--- src/rtl/pipe_stall_ctrl.sv ---
// Merges ID/EXE/MEM stall requests into the 5-bit stall vector, runs the divide counter FSM and
// turns a MEM exception into a one-cycle registered flush plus PC redirect (stall is combinational).
module pipe_stall_ctrl #(
  parameter int DIV_CYCLES = 32
) (
  input  logic        cpu_clk_50M,
  input  logic        cpu_rst_n,
  input  logic        stallreq_id,
  input  logic        div_start,
  input  logic        stallreq_mem,
  input  logic        exc_req,
  input  logic [31:0] exc_handler_pc,
  output logic [4:0]  stall,
  output logic        flush,
  output logic        redirect_en,
  output logic [31:0] redirect_pc,
  output logic        div_busy,
  output logic        div_done
);

  localparam int                CNT_W    = $clog2(DIV_CYCLES);
  localparam logic [CNT_W-1:0]  CNT_LOAD = CNT_W'(DIV_CYCLES - 1);
  localparam logic [31:0]       PC_INIT  = 32'hBFC00000;

  localparam logic [4:0] STALL_NONE = 5'b00000;
  localparam logic [4:0] STALL_ALL  = 5'b11111;
  localparam logic [4:0] STALL_EXE  = 5'b01111;
  localparam logic [4:0] STALL_ID   = 5'b00111;

  typedef enum logic [1:0] {
    IDLE    = 2'd0,
    DIV_RUN = 2'd1,
    DONE    = 2'd2
  } state_t;

  state_t           state, state_nxt;
  logic [CNT_W-1:0] cnt, cnt_nxt;
  logic             exc_take;

  // The MEM stage is squashed during the flush cycle, so a request seen then is not real.
  assign exc_take = exc_req && !flush;

  always_ff @(posedge cpu_clk_50M) begin
    if (!cpu_rst_n) begin
      state <= IDLE;
      cnt   <= '0;
    end else begin
      state <= state_nxt;
      cnt   <= cnt_nxt;
    end
  end

  always_comb begin
    state_nxt = state;
    cnt_nxt   = cnt;
    if (exc_take) begin
      state_nxt = IDLE;
      cnt_nxt   = '0;
    end else begin
      case (state)
        IDLE: begin
          if (div_start && !flush) begin
            state_nxt = DIV_RUN;
            cnt_nxt   = CNT_LOAD;
          end
        end
        DIV_RUN: begin
          // The divider keeps counting even while MEM freezes the pipe.
          if (cnt == '0) state_nxt = DONE;
          else           cnt_nxt   = cnt - 1'b1;
        end
        DONE: begin
          // div_start is ignored here so the same instruction cannot restart.
          if (!stallreq_mem) state_nxt = IDLE;
        end
        default: begin
          state_nxt = IDLE;
          cnt_nxt   = '0;
        end
      endcase
    end
  end

  always_comb begin
    div_busy = (state == DIV_RUN);
    div_done = (state == DONE);
    stall    = STALL_NONE;
    if (!cpu_rst_n || flush)          stall = STALL_NONE;
    else if (exc_req || stallreq_mem) stall = STALL_ALL;
    else if (state == DIV_RUN)        stall = STALL_EXE;
    else if (stallreq_id)             stall = STALL_ID;
  end

  always_ff @(posedge cpu_clk_50M) begin
    if (!cpu_rst_n) begin
      flush       <= 1'b0;
      redirect_en <= 1'b0;
      redirect_pc <= PC_INIT;
    end else begin
      flush       <= exc_take;
      redirect_en <= exc_take;
      if (exc_take) redirect_pc <= exc_handler_pc;
    end
  end

endmodule
--- config.mk ---
export PLATFORM = sky130hd
export DESIGN_NAME = pipe_stall_ctrl
export DESIGN_NICKNAME = d
export VERILOG_FILES = /design/src/rtl/pipe_stall_ctrl.sv
export SDC_FILE = /design/constraint.sdc
export NUM_CORES = 1
export LEC_CHECK = 0
export CAP_MARGIN = 20
export CORE_AREA = 5 5 57 80
export CTS_BUF_LIST = sky130_fd_sc_hd__clkbuf_8 sky130_fd_sc_hd__clkbuf_16
export DETAILED_ROUTE_END_ITERATION = 16
export DIE_AREA = 0 0 62 85
export PLACE_DENSITY = 0.81
export SLEW_MARGIN = 10
export SYNTH_ARGS = -nofsm -noshare
export SYNTH_HDL_FRONTEND = slang
export SYNTH_SLANG_ARGS = --single-unit
--- constraint.sdc ---
create_clock -name cpu_clk_50M -period 2.7 [get_ports cpu_clk_50M]
set_input_delay 0.675 -clock cpu_clk_50M [delete_from_list [all_inputs] [get_ports cpu_clk_50M]]
set_output_delay 0.675 -clock cpu_clk_50M [all_outputs]
set_load 0.02 [all_outputs]
==> flow_summary.yaml <==
critical_path:
  cp-start-kind: "input pin"
  crit_chain: "clkdlybuf4s50_1, nand2b_1, a21oi_1, dlygate4sd2_1"
  reg2reg_slack_ns: 1.03
  arrival_ns: 1.82
  crit_required_ns: 2.03
  critPathMaxStageDelay_ns: 0.48
  critPathSlowestCell: "clkdlybuf4s50_1"
  r2r-start: "cnt[0]"
  r2r_end: "cnt[1]"
  reg2regPathDepth: 6
  cp-end-kind: "output pin"
  path_max_fanout: 4
  crit_type: "in2out"
logic_synthesis:
  synth-adder-area-share: 0.0169
  syn-instance-count: 135
  synth_compound_area_frac: 0.282
  syn_area_um2: 1480
  synth-xor-area-share: 0
  synthSimpleGateAreaFrac: 0.104
  yosysSeqAreaShare: 0.541
  synth_top_family_by_area: "compound AO/OA/AOI/OAI gates"
  synthArstFlopShare: 0
  synthMuxAreaShare: 0
  ys_ff_latch: 40
  avgSynthCellArea_um2: 11.0
  synth-edff-count: 0
  syn_nets: 175
  ys_dominant_reg_cell: "dfxtp_1"
  yosys_warnings: 0
  ys_types: 31
route:
  vias_per_cell: 5.02
  drt_iter0_drc: 36
  drtAntennaViolNets: 0
  avgRoutedWirePerCell_um: 14.9
  drt-total-wl_mm: 3.87
  first_pass_iters: 3
  dr_total_vias: 1299
  drc: 0
power_and_ir_drop:
  leakagePower_nw: 0.999
  power_frac_clock: 0.290
  ir_worst_vdd_mv: 0.404
  seq_power_share: 0.488
  p_sw_mw: 0.352
  cellPowerDensity_nw_per_um2: 563
  total_power_mw: 1.35
  power.share.switching: 0.261
  p_comb_frac: 0.222
  power.internal_mw: 0.996
worst_hold_path:
  whs_path_depth: 1
  min_to: "redirect_pc[10]"
  hold_start: "redirect_pc[10]"
  hold_class: "reg2reg"
sta:
  finalMaxSlewViolations: 0
  whs_ns: 0.481
  timing_hold_violations_final: 0
  clock_skew_ns: 0.00545
  max_freq_mhz: 400
  slew_headroom: 0.439
  rsz0062_at_grt: "no"
  post-route-min-period_ns: 2.50
  setup_viol: 0
  worst_pin_slew_ns: 0.842
  fin_crit_sh: 0.925
  fin_tns_setup_ns: 0
grt:
  antenna_found_initial: 0
  grt_pass1_wl_mm: 6.07
  grt_usage: 0.153
  grt_start_max_net_pins: 25
  grt_pass1_vias: 1328
  grt_overflow: 0
floorplanning:
  die_x_um: 62
  num_rows: 27
  dieArea_um2: 5270
  core_um2: 3780
  start_util: 0.392
  die_h_um: 85
  ioPinCount: 79
placed_design:
  port_buffers: 78
  dp_hpwl_mm: 2.97
  dp.cells: 251
  placed_area_um2: 2300
  gp_congestion: 0.728
clock_network:
  cts_hold_buf: 0
  insertion_delay_ns: 0.28
  cts-root-buf: "clkbuf_8"
  htreeDepth: 2
  path_clk_slew_ns: 0.07
  cts_sinks: 40
  cts_buffers: 5
  clk_path_buf_depth: 2
  cts_tree: "built"
layout:
  fill_cells: 320
  layout.nets: 255
  final_cells: 259
  drive_gt1_frac: 0.0880
  syn2layout_area_growth_pct: 61.7
  stdcell_area_um2: 2400
  antenna_cells: 0
flow_run:
  maxCapViolations: 0
outcome:
  status: "complete, no violations"
stage by stage:
step                      utilization  setup slack [ns]
after floorplan                     -             0.313
after global placement          0.608           -0.0720
after detailed placement        0.608            -0.122
after CTS                       0.631           0.00856
after global routing            0.633             0.105
final                           0.633             0.202
power by group through the flow:
stage                     clock [mW]  combinational, mW  sequential [mW]
after global routing           0.430              0.321            0.663
after CTS                      0.405              0.304            0.658
after detailed placement           0              0.305            0.671
after floorplan                    0              0.117            0.703
final                          0.390              0.300            0.658
after global placement             0              0.301            0.669
cells in the mapped netlist, types with 2 or more instances:
| library cell | n | area, µm² |
|---|---|---|
| a2111oi_2 | 2 | 30.0 |
| a21oi_1 | 3 | 15.0 |
| nor3_1 | 2 | 10.0 |
| nor2b_1 | 2 | 12.5 |
| clkbuf_1 | 3 | 11.3 |
| nand2_1 | 5 | 18.8 |
| buf_2 | 4 | 20.0 |
| o22a_1 | 9 | 78.8 |
| nor2_1 | 5 | 18.8 |
| a22o_1 | 24 | 210 |
| a21o_1 | 4 | 30.0 |
| ha_1 | 2 | 25.0 |
| or3_1 | 2 | 12.5 |
| inv_1 | 5 | 18.8 |
| o21a_1 | 2 | 15.0 |
| nand2b_1 | 4 | 25.0 |
| buf_4 | 4 | 30.0 |
| dfxtp_1 | 40 | 801 |
cell usage in the layout (no fill, tap or decap), types with 2 or more instances in the layout:
cell type and count:
nand2b_1 4, a22o_1 24, dlymetal6s2s_1 2, dfxtp_1 40
buf_4 6, nor2b_1 2, or3_1 2, inv_1 7
o22a_1 9, nand2_1 5, o21a_1 2, clkbuf_8 6
a2111oi_2 2, dlygate4sd2_1 3, a21o_1 4, a21oi_1 3
clkdlybuf4s50_1 73, ha_1 2, nor2_1 5
routing by layer:
metal  part of all wire  global-route usage  vias up
met5                  0                   0        -
met4              0.017              0.0637        0
met3              0.093              0.0654        6
met2               0.52               0.258       52
met1               0.37               0.160      592
li1                   -                   -      649
cell families after synthesis:
kind of cell,count (synthesis)
flip-flops,40
AND/OR/NAND/NOR,27
adder cells (fa/ha/maj),2
buffers and inverters,17
AO/OA/AOI/OAI,49
worst max path at each step:
stage | slack (ns) | startpoint | depth (start not counted) | to
finish | 0.20 | cpu_rst_n | 4 | stall[0]
global route | 0.11 | state[0] | 3 | div_busy
CTS | 0.009 | cpu_rst_n | 4 | stall[3]
detailed placement | -0.12 | cpu_rst_n | 4 | stall[0]
global placement | -0.07 | cpu_rst_n | 4 | stall[0]
floorplan | 0.31 | state[0] | 5 | stall[1]
layout make-up:
class	instances	area, µm²	share of cell area
Inverter	6	22.5	0.00940
Multi-Input combinational cell	78	602	0.251
Clock inverter	2	7.51	0.00313
Tap cell	43	53.8	0.0225
Sequential cell	40	801	0.334
Clock buffer	6	82.6	0.0345
Timing Repair Buffer	84	827	0.345
flip-flops by register name, indices dropped and copies added (netlist names):
signal and cells:
state 2, redirect_pc 32, redirect_en 1, cnt 5
critical path: cells and delay by family:
kind / cells / cell delay, ns
buf+inv: 2 / 0.84
compound gates: 1 / 0.19
simple gates: 1 / 0.11
repair_timing:
item | in CTS | in global routing
resized for setup | 3 | 3
endpoints found under the setup margin | 3 | 2
buffers inserted | 0 | 0
Power figures use the tool's default switching activity.
